==> src/rtl/sensors_pkg.sv <==
// Shared types and helpers for the sensor front ends: FSM encoding,
// accumulator width derivation and the opposing-pair reading map.
package sensors_pkg;

  typedef enum logic [1:0] {
    IDLE   = 2'd0,
    ACCUM  = 2'd1,
    DIVIDE = 2'd2,
    DONE   = 2'd3
  } state_t;

  // Accumulator width: enough headroom for 2*num_pairs full-scale readings plus rounding bias.
  function automatic int unsigned sum_width(input int unsigned width, input int unsigned num_pairs);
    return width + $clog2(2 * num_pairs);
  endfunction

  // Reading index of one side of pair p; side 1 is the opposing sensor.
  function automatic int unsigned pair_reading(input int unsigned p, input int unsigned num_pairs,
                                               input logic side);
    return side ? p + num_pairs : p;
  endfunction

endpackage

==> src/rtl/seq_divider.sv <==
// Restoring unsigned divider, one quotient bit per cycle MSB first.
// done_c/quotient_c present the final result combinationally during the last step.
module seq_divider #(
  parameter int unsigned DVD_W = 10,
  parameter int unsigned DVS_W = 3
) (
  input  logic             clk,
  input  logic             rst_n,
  input  logic             start,
  input  logic [DVD_W-1:0] dividend,
  input  logic [DVS_W-1:0] divisor,
  output logic             busy,
  output logic             done_c,
  output logic [DVD_W-1:0] quotient_c
);

  localparam int unsigned CNT_W = (DVD_W > 1) ? $clog2(DVD_W) : 1;

  logic [DVD_W-1:0] dvd_q;
  logic [DVS_W-1:0] dvs_q;
  logic [DVS_W-1:0] rem_q;
  logic [CNT_W-1:0] cnt_q;
  logic [DVS_W:0]   shifted_c;
  logic [DVS_W:0]   diff_c;
  logic             qbit_c;
  logic [DVS_W-1:0] rem_next_c;

  // Partial remainder stays below the divisor, so DVS_W bits always suffice.
  always_comb begin
    shifted_c  = {rem_q, dvd_q[DVD_W-1]};
    diff_c     = shifted_c - {1'b0, dvs_q};
    qbit_c     = (shifted_c >= {1'b0, dvs_q});
    rem_next_c = qbit_c ? DVS_W'(diff_c) : DVS_W'(shifted_c);
    quotient_c = {dvd_q[DVD_W-2:0], qbit_c};
    done_c     = busy && (cnt_q == CNT_W'(DVD_W - 1));
  end

  always_ff @(posedge clk) begin
    if (!rst_n) begin
      dvd_q <= '0;
      dvs_q <= '0;
      rem_q <= '0;
      cnt_q <= '0;
      busy  <= 1'b0;
    end else if (start) begin
      dvd_q <= dividend;
      dvs_q <= divisor;
      rem_q <= '0;
      cnt_q <= '0;
      busy  <= 1'b1;
    end else if (busy) begin
      dvd_q <= quotient_c;
      rem_q <= rem_next_c;
      cnt_q <= cnt_q + CNT_W'(1);
      if (done_c) busy <= 1'b0;
    end
  end

endmodule

==> src/rtl/sensors_height_avg.sv <==
// Height front end: drops opposing pairs with a faulty (zero) reading and
// returns the round-half-up mean of the rest, one pair per cycle.
module sensors_height_avg
  import sensors_pkg::*;
#(
  parameter int unsigned WIDTH     = 8,
  parameter int unsigned NUM_PAIRS = 2
) (
  input  logic                               clk,
  input  logic                               rst_n,
  input  logic                               in_valid,
  output logic                               in_ready,
  input  logic [2*NUM_PAIRS*WIDTH-1:0]       sensors,
  output logic                               out_valid,
  input  logic                               out_ready,
  output logic [WIDTH-1:0]                   height,
  output logic [$clog2(NUM_PAIRS+1)-1:0]     pairs_used,
  output logic                               no_valid
);

  localparam int unsigned SUM_W  = sum_width(WIDTH, NUM_PAIRS);
  localparam int unsigned CNT_W  = $clog2(NUM_PAIRS + 1);
  localparam int unsigned IDX_W  = (NUM_PAIRS > 1) ? $clog2(NUM_PAIRS) : 1;
  localparam int unsigned SNAP_W = 2 * NUM_PAIRS * WIDTH;
  localparam int unsigned DVS_W  = CNT_W + 1;

  state_t             state_q, state_d;
  logic [SNAP_W-1:0]  snap_q, snap_d;
  logic [SUM_W-1:0]   acc_q, acc_d;
  logic [CNT_W-1:0]   cnt_q, cnt_d;
  logic [IDX_W-1:0]   idx_q, idx_d;
  logic [WIDTH-1:0]   height_d;
  logic [CNT_W-1:0]   pairs_used_d;
  logic               no_valid_d;
  logic               out_valid_d;

  logic [WIDTH-1:0]   a_c, b_c;
  logic               pair_ok_c;
  logic               last_pair_c;
  logic [SUM_W-1:0]   acc_sum_c;
  logic [CNT_W-1:0]   cnt_sum_c;
  logic               div_start_c;
  logic [SUM_W-1:0]   div_dividend_c;
  logic [DVS_W-1:0]   div_divisor_c;
  logic               div_busy;
  logic               div_done_c;
  logic [SUM_W-1:0]   div_quot_c;

  assign in_ready = (state_q == IDLE) && !div_busy;

  // Current pair and its contribution; idx never passes NUM_PAIRS-1.
  always_comb begin
    a_c            = snap_q[pair_reading(32'(idx_q), NUM_PAIRS, 1'b0) * WIDTH +: WIDTH];
    b_c            = snap_q[pair_reading(32'(idx_q), NUM_PAIRS, 1'b1) * WIDTH +: WIDTH];
    pair_ok_c      = (a_c != '0) && (b_c != '0);
    last_pair_c    = (idx_q == IDX_W'(NUM_PAIRS - 1));
    acc_sum_c      = acc_q + (pair_ok_c ? (SUM_W'(a_c) + SUM_W'(b_c)) : SUM_W'(0));
    cnt_sum_c      = cnt_q + CNT_W'(pair_ok_c);
    div_dividend_c = acc_sum_c + SUM_W'(cnt_sum_c);
    div_divisor_c  = {cnt_sum_c, 1'b0};
  end

  seq_divider #(
    .DVD_W (SUM_W),
    .DVS_W (DVS_W)
  ) u_div (
    .clk        (clk),
    .rst_n      (rst_n),
    .start      (div_start_c),
    .dividend   (div_dividend_c),
    .divisor    (div_divisor_c),
    .busy       (div_busy),
    .done_c     (div_done_c),
    .quotient_c (div_quot_c)
  );

  always_comb begin
    state_d      = state_q;
    snap_d       = snap_q;
    acc_d        = acc_q;
    cnt_d        = cnt_q;
    idx_d        = idx_q;
    height_d     = height;
    pairs_used_d = pairs_used;
    no_valid_d   = no_valid;
    out_valid_d  = out_valid;
    div_start_c  = 1'b0;
    case (state_q)
      IDLE: begin
        if (in_valid && in_ready) begin
          snap_d  = sensors;
          acc_d   = '0;
          cnt_d   = '0;
          idx_d   = '0;
          state_d = ACCUM;
        end
      end
      ACCUM: begin
        acc_d = acc_sum_c;
        cnt_d = cnt_sum_c;
        if (!last_pair_c) begin
          idx_d = idx_q + IDX_W'(1);
        end else if (cnt_sum_c == '0) begin
          height_d     = '0;
          pairs_used_d = '0;
          no_valid_d   = 1'b1;
          out_valid_d  = 1'b1;
          state_d      = DONE;
        end else begin
          div_start_c = 1'b1;
          state_d     = DIVIDE;
        end
      end
      DIVIDE: begin
        if (div_done_c) begin
          height_d     = WIDTH'(div_quot_c);
          pairs_used_d = cnt_q;
          no_valid_d   = 1'b0;
          out_valid_d  = 1'b1;
          state_d      = DONE;
        end
      end
      DONE: begin
        if (out_ready) begin
          out_valid_d = 1'b0;
          state_d     = IDLE;
        end
      end
      default: state_d = IDLE;
    endcase
  end

  always_ff @(posedge clk) begin
    if (!rst_n) begin
      state_q    <= IDLE;
      snap_q     <= '0;
      acc_q      <= '0;
      cnt_q      <= '0;
      idx_q      <= '0;
      height     <= '0;
      pairs_used <= '0;
      no_valid   <= 1'b0;
      out_valid  <= 1'b0;
    end else begin
      state_q    <= state_d;
      snap_q     <= snap_d;
      acc_q      <= acc_d;
      cnt_q      <= cnt_d;
      idx_q      <= idx_d;
      height     <= height_d;
      pairs_used <= pairs_used_d;
      no_valid   <= no_valid_d;
      out_valid  <= out_valid_d;
    end
  end

endmodule

==> config.mk <==
export PLATFORM = sky130hd
export DESIGN_NAME = sensors_height_avg
export DESIGN_NICKNAME = d
export VERILOG_FILES = /design/src/rtl/sensors_pkg.sv /design/src/rtl/seq_divider.sv /design/src/rtl/sensors_height_avg.sv
export SDC_FILE = /design/constraint.sdc
export NUM_CORES = 1
export LEC_CHECK = 0
export CELL_PAD_IN_SITES_DETAIL_PLACEMENT = 1
export CELL_PAD_IN_SITES_GLOBAL_PLACEMENT = 1
export CORE_MARGIN = 3
export CORE_UTILIZATION = 39
export DETAILED_ROUTE_END_ITERATION = 10
export HOLD_SLACK_MARGIN = 0.1
export PLACE_DENSITY = 0.87
export SYNTH_ARGS = -nofsm -noshare
export SYNTH_HDL_FRONTEND = slang
export SYNTH_SLANG_ARGS = --single-unit
==> constraint.sdc <==
create_clock -name clk -period 4.6 [get_ports clk]
set_input_delay 0.92 -clock clk [delete_from_list [all_inputs] [get_ports clk]]
set_output_delay 0.92 -clock clk [all_outputs]
set_load 0.01 [all_outputs]
==> results.py, run 1 <==
metrics = {
    "logic_synthesis": {
        "synthCells": 530,
        "seq_area_frac_synth_pct": 34.8,
        "synth.avg_cell_area_um2": 8.57,
        "synth_fa_ha_area_share_pct": 9.31,
        "yosys.area_share.simple_pct": 21.0,
        "synth_xor_area_share_pct": 4.41,
        "synth_edf_count": 0,
        "synth.top_cell.area_share_pct": 34.8,
        "synth-main-ff-cell": "dfxtp_1",
        "syn_nets": 598,
        "yosysTopAreaCell": "dfxtp_1",
        "netlist_area_um2": 4540,
        "yosys-top-cells-area": "dfxtp_1 35%, nand2_1 8.5%, ha_1 8.0%, a21boi_0 6.1%, mux2_2 3.7%",
        "async_flop_share_pct": 0,
        "synth_cell_types": 57,
        "synth_compound_area_share_pct": 18.6,
        "synth_seq_cells": 79,
        "synth.area.mux_share_pct": 7.54,
        "yosys_warnings": 0,
        "synth_top_family_by_area": "simple AND/OR/NAND/NOR gates",
    },
    "power_and_ir_drop": {
        "p_leak_nw": 2.22,
        "p_per_area_nw_per_um2": 485,
        "ir_drop_v": 0.000216,
    },
    "global_routing": {
        "antenna_found_initial": 0,
        "gr-total-overflow": 0,
        "grt_max_degree": 51,
        "grt_pass1_wl_um": 19100,
        "grt_pass1_vias": 4076,
        "grt_usage_pct": 18.3,
    },
    "cts": {
        "cts_resized": 0,
        "numCtsBuffers": 9,
        "tritoncts": "yes",
        "clockBufferDepth": 2,
        "cts.clk_slew.worst_paths_ns": 0.06,
        "cts_max_level": 3,
        "postCtsSetupRepairBufs": 0,
        "ctsHoldBuffers": 0,
        "clock_latency_ns": 0.34,
        "numClockSinks": 79,
        "cts-root-buf": "clkbuf_16",
    },
    "outcome": {
        "status": "completed",
    },
    "worst_hold_path": {
        "hp-class": "register to register",
    },
    "flow_run": {
        "max_cap_viol_count": 0,
    },
    "setup_path": {
        "worstSetupPathType": "register to register",
        "crit_slowest_cell": "or4_1",
        "required_ns": 4.79,
        "crit_path_end_kind": "register",
        "cp-start-kind": "register",
        "rrSetupSlack_ns": 0.35,
        "path_common_cell": "o311a_4",
        "crit_path_max_incr_delay_ns": 0.59,
        "arrival_ns": 4.44,
        "crit_fanout": 6,
        "path_cells": "mux2_1, or4_1, o41ai_4, inv_2, and2_1, ha_1, inv_1, fa_1, nor2b_4, o311a_4, or4b_4, o311a_4, nor4_2, a21o_1, a31oi_1",
    },
    "sta": {
        "fmax_ghz": 0.235,
        "fin_ws_ns": 0.352,
        "fin_skew_ns": 0.00821,
        "finalSetupViolCount": 0,
        "fin_crit_ns": 4.25,
        "fin_crit_sh_pct": 92.4,
        "timing.slew.headroom_pct": 34.1,
        "finalHoldViolCount": 0,
        "slew_violations": 0,
        "worstMarginPinSlew_ns": 0.988,
        "rsz0062_at_grt": "false",
        "hold_ws_ns": 0.457,
        "setup_tns_ns": 0,
    },
    "die": {
        "io-pin-count": 49,
        "die_area_um2": 13000,
        "coreArea_um2": 11100,
        "rows": 38,
        "fp.dieW_um": 114,
        "start_util_pct": 40.8,
        "die_h_um": 114,
    },
    "final_layout": {
        "final_cell_mix": "103 x nand2_1, 78 x dfxtp_1, 47 x clkdlybuf4s50_1",
        "syn_to_final_growth_pct": 19.7,
        "nets": 635,
        "drive_gt1_share_pct": 9.44,
        "post-route-util_pct": 48.9,
        "final_common_cell": "nand2_1",
        "antenna_cells": 0,
    },
    "drt": {
        "route.detailed.drc": 0,
        "dr.pass1.iters": 4,
        "wl_per_cell_um": 16.3,
        "drt-total-wl_um": 11600,
        "vias": 3757,
        "final_antenna_net_count": 0,
        "viasPerCell": 5.28,
        "drt-initial-drc-count": 85,
    },
    "place": {
        "port_buffers": 48,
        "pre_cts_ws_ns": 0.195,
        "dp_hpwl_um": 8440,
        "gp_congestion": 0.821,
    },
}
==> cells by family (layout without fill, tap and decap cells) <==
kind of cell	Yosys count	count (layout)
compound gates	116	116
xor+xnor	22	22
fa+ha+maj	32	32
buf+inv	49	91
flops	79	79
mux	32	32
simple gates	200	200
==> through the flow <==
stage	area, um^2	std cells	power [mW]
4_1_cts	5420	712	2.66
2_1_floorplan	4540	530	1.63
6_report	5440	712	2.64
3_5_place_dp	5130	696	1.92
5_1_grt	5440	712	2.82
3_3_place_gp	5130	696	1.86
==> synth_stat cells, types with 3 or more instances <==
master	n
o21ai_0	14
a21oi_1	19
nor2b_1	15
and2_1	9
nand2b_1	3
a21boi_1	8
nor2_1	27
xnor2_1	11
clkbuf_1	22
nand2_1	103
o21ai_1	3
a22oi_1	8
xor2_1	10
ha_1	29
a21boi_0	37
nand4_1	5
nor3_1	4
o211a_1	5
mux2_2	15
fa_1	3
a21o_1	6
nand3_1	18
buf_1	4
dfxtp_1	79
inv_1	18
mux2i_1	14
mux2_1	3
==> per-layer routing <==
metal,share of wire [%],track usage (%),vias to the layer above
met4,1.2,6.10,0
met1,42,19.5,1793
met3,3.3,3.71,13
li1,-,-,1890
met2,54,35.4,61
met5,0,0,-
==> power breakdown <==
| group | internal (mW) | switching, mW |
|---|---|---|
| Sequential | 0.770 | 0.0634 |
| Combinational | 0.439 | 0.651 |
| Clock | 0.433 | 0.284 |
| Total | 1.64 | 0.999 |
==> state kept, by name (all words and copies together), names as in the netlist <==
| signal | flops |
|---|---|
| out_valid | 1 |
| u_div.rem_q | 3 |
| state_q | 2 |
| idx_q | 1 |
| no_valid | 1 |
| u_div.dvs_q | 2 |
| height | 8 |
| acc_q | 10 |
| cnt_q | 2 |
| snap_q | 32 |
| u_div.busy | 1 |
| pairs_used | 2 |
| u_div.cnt_q | 4 |
| u_div.dvd_q | 10 |
==> layout make-up <==
type | count | area [um^2]
clock buffer | 12 | 246
fill | 1336 | 5690
inverter | 20 | 75.1
timing repair buffer | 55 | 532
clock inverter | 4 | 45.0
multi-input combinational | 402 | 2780
tap | 140 | 175
sequential | 79 | 1580
==> worst paths after layout <==
| kind | from | endpoint | cells after the start |
|---|---|---|---|
| setup / recovery | idx_q$_SDFFE_PN0P_ | u_div.dvd_q[9]$_SDFFE_PN0P_ | 15 |
| hold / removal | pairs_used[0]$_SDFFE_PN0P_ | pairs_used[0]$_SDFFE_PN0P_ | 2 |
| setup reg to reg | idx_q$_SDFFE_PN0P_ | u_div.dvd_q[9]$_SDFFE_PN0P_ | 15 |
| hold reg to reg | pairs_used[0]$_SDFFE_PN0P_ | pairs_used[0]$_SDFFE_PN0P_ | 2 |
==> critical path: cells and delay by family (launching register included) <==
kind,cells,cell delay (ns)
AOI/OAI and AO/OA,5,1.04
muxes,1,0.41
and+or+nand+nor,5,1.67
DFF,1,0.41
adders and majority gates,2,0.43
buffers and inverters,2,0.14
Note: power is estimated with default switching activity, not from simulation.
==> run 2: changes to the inputs <==
--- a/config.mk
+++ b/config.mk
@@ -8,10 +8,12 @@
 export CELL_PAD_IN_SITES_DETAIL_PLACEMENT = 1
 export CELL_PAD_IN_SITES_GLOBAL_PLACEMENT = 1
 export CORE_MARGIN = 3
-export CORE_UTILIZATION = 39
+export CORE_UTILIZATION = 40
+export CTS_BUF_LIST = sky130_fd_sc_hd__clkbuf_4
 export DETAILED_ROUTE_END_ITERATION = 10
 export HOLD_SLACK_MARGIN = 0.1
-export PLACE_DENSITY = 0.87
+export PLACE_DENSITY = 0.88
+export SETUP_SLACK_MARGIN = 0.3
 export SYNTH_ARGS = -nofsm -noshare
 export SYNTH_HDL_FRONTEND = slang
 export SYNTH_SLANG_ARGS = --single-unit
==> results.py, run 2 (same netlist as run 1, synthesis figures left out) <==
metrics = {
    "global_routing": {
        "gr-total-overflow": 0,
        "grt_max_degree": 42,
        "grt_pass1_vias": 3916,
        "grt_usage_pct": 18.0,
        "grt_pass1_wl_um": 18700,
        "antenna_found_initial": 0,
    },
    "final_layout": {
        "top_register": "snap_q",
        "stdcell_count": 711,
        "final_area_um2": 5290,
        "num-fill-cells": 1315,
        "nets": 634,
        "final_cell_mix": "103 x nand2_1, 78 x dfxtp_1, 47 x clkdlybuf4s50_1",
        "post-route-util_pct": 48.1,
        "top_regs": "snap_q x32, acc_q x10, u_div.dvd_q x10",
        "syn_to_final_growth_pct": 16.3,
        "antenna_cells": 0,
        "final_common_cell": "nand2_1",
        "largest_reg_flops": 32,
        "drive_gt1_share_pct": 9.98,
    },
    "setup_path": {
        "path_cells": "mux2_1, or4_1, o41ai_4, inv_2, and2_1, ha_1, inv_1, fa_1, nor2b_4, o311a_4, or4b_4, o311a_4, nor4_4, a21o_1, a31oi_1",
        "crit_slowest_cell": "or4_1",
        "cp.buffers_inverters": 2,
        "cp-start-kind": "register",
        "cp_top_family": "simple AND/OR/NAND/NOR gates",
        "crit_path_end_kind": "register",
        "path_common_cell": "o311a_4",
        "arrival_ns": 4.47,
        "crit_fanout": 6,
        "crit_path_max_incr_delay_ns": 0.59,
        "required_ns": 4.93,
        "worstSetupPathType": "register to register",
    },
    "sta": {
        "timing.slew.headroom_pct": 33.0,
        "rsz0062_at_grt": "false",
        "fin_skew_ns": 0.0181,
        "finalSetupViolCount": 0,
        "fmax_ghz": 0.242,
        "hold_ws_ns": 0.458,
        "setup_tns_ns": 0,
        "slew_violations": 0,
        "fin_crit_sh_pct": 89.8,
        "fin_ws_ns": 0.467,
        "finalHoldViolCount": 0,
        "fin_crit_ns": 4.13,
        "worstMarginPinSlew_ns": 1.00,
    },
    "power_and_ir_drop": {
        "seq_power_share_pct": 36.6,
        "comb_power_share_pct": 48.1,
        "swShare_pct": 41.9,
        "ir_drop_v": 0.000239,
        "p_sw_uw": 959,
        "power.internal_mw": 1.33,
        "clkPwrFrac_pct": 15.3,
        "p_per_area_nw_per_um2": 433,
        "p_total_mw": 2.29,
        "p_leak_nw": 2.16,
    },
    "cts": {
        "ctsHoldBuffers": 0,
        "numCtsBuffers": 9,
        "tritoncts": "yes",
        "postCtsSetupRepairBufs": 0,
        "cts-root-buf": "clkbuf_4",
        "cts.clk_slew.worst_paths_ns": 0.13,
        "cts_max_level": 3,
        "clockBufferDepth": 2,
        "clock_latency_ns": 0.46,
        "numClockSinks": 79,
    },
    "flow_run": {
        "max_cap_viol_count": 0,
    },
    "drt": {
        "route.detailed.drc": 0,
        "vias": 3752,
        "final_antenna_net_count": 0,
        "wl_per_cell_um": 15.7,
        "drt-total-wl_um": 11200,
        "drt-initial-drc-count": 138,
        "viasPerCell": 5.28,
        "dr.pass1.iters": 4,
    },
    "place": {
        "port_buffers": 48,
        "dp_hpwl_um": 8680,
        "placed_cells_incl_taps": 695,
        "pre_cts_ws_ns": 0.192,
        "place_area_um2": 5120,
        "gp_congestion": 0.813,
    },
    "worst_hold_path": {
        "hp-class": "register to register",
    },
    "die": {
        "coreArea_um2": 11000,
        "die_area_um2": 12700,
        "rows": 38,
        "io-pin-count": 49,
        "start_util_pct": 41.4,
        "fp.dieW_um": 113,
        "die_h_um": 113,
    },
    "outcome": {
        "status": "completed",
    },
}
-- run 2: changes by cell type in the layout (fill, tap and decap cells not counted), moves of 2 or more --
| cell | before | now |
|---|---|---|
| xnor2_1 | 11 | 9 |
| clkbuf_1 | 2 | 0 |
| xnor2_2 | 1 | 3 |
| clkbuf_4 | 0 | 10 |
| clkinv_1 | 0 | 2 |
| clkbuf_16 | 9 | 0 |
-- run 2: path summary, 6_finish.rpt --
kind | slack (ns) | endpoint | cells after the start | start
setup / recovery | 0.47 | u_div.dvd_q[9]$_SDFFE_PN0P_ | 15 | idx_q$_SDFFE_PN0P_
hold / removal | 0.46 | pairs_used[1]$_SDFFE_PN0P_ | 2 | pairs_used[1]$_SDFFE_PN0P_
setup reg to reg | 0.47 | u_div.dvd_q[9]$_SDFFE_PN0P_ | 15 | idx_q$_SDFFE_PN0P_
hold reg to reg | 0.46 | pairs_used[1]$_SDFFE_PN0P_ | 2 | pairs_used[1]$_SDFFE_PN0P_
-- run 2: final cells by class --
| class | instances | area, um^2 | area share, % |
|---|---|---|---|
| Sequential cell | 79 | 1590 | 30.0 |
| Inverter | 20 | 75.1 | 1.42 |
| Multi-Input combinational cell | 402 | 2820 | 53.4 |
| Clock buffer | 10 | 75.1 | 1.42 |
| Clock inverter | 6 | 27.5 | 0.521 |
| Tap cell | 140 | 175 | 3.31 |
| Timing Repair Buffer | 54 | 524 | 9.92 |
-- run 2: layer usage --
layer | vias up | GRT usage (%) | share of wire [%]
met2 | 55 | 33.4 | 52
met5 | - | 0 | 0
li1 | 1885 | - | -
met1 | 1797 | 20.1 | 43
met4 | 0 | 6.09 | 1.6
met3 | 15 | 4.31 | 2.9
-- run 2: tightest hold or removal path: cells and delay by family (launching register included) --
family	cells	cell delay, ns
AOI/OAI and AO/OA	1	0.05
DFF	1	0.33
and+or+nand+nor	1	0.05
-- run 2: power by group through the flow --
stage                     Sequential, mW  Clock [mW]  Combinational [mW]
after floorplan                    0.822           0               0.804
final                              0.837       0.349                1.10
after global routing               0.849       0.396                1.23
after CTS                          0.834       0.372                1.08
after detailed placement           0.849           0                1.08
after global placement             0.843           0                1.01
-- run 2: repair_timing --
item	4_1_cts	5_1_grt
pin swaps	0	1
gates resized for setup	2	11
setup endpoints to repair	4	5
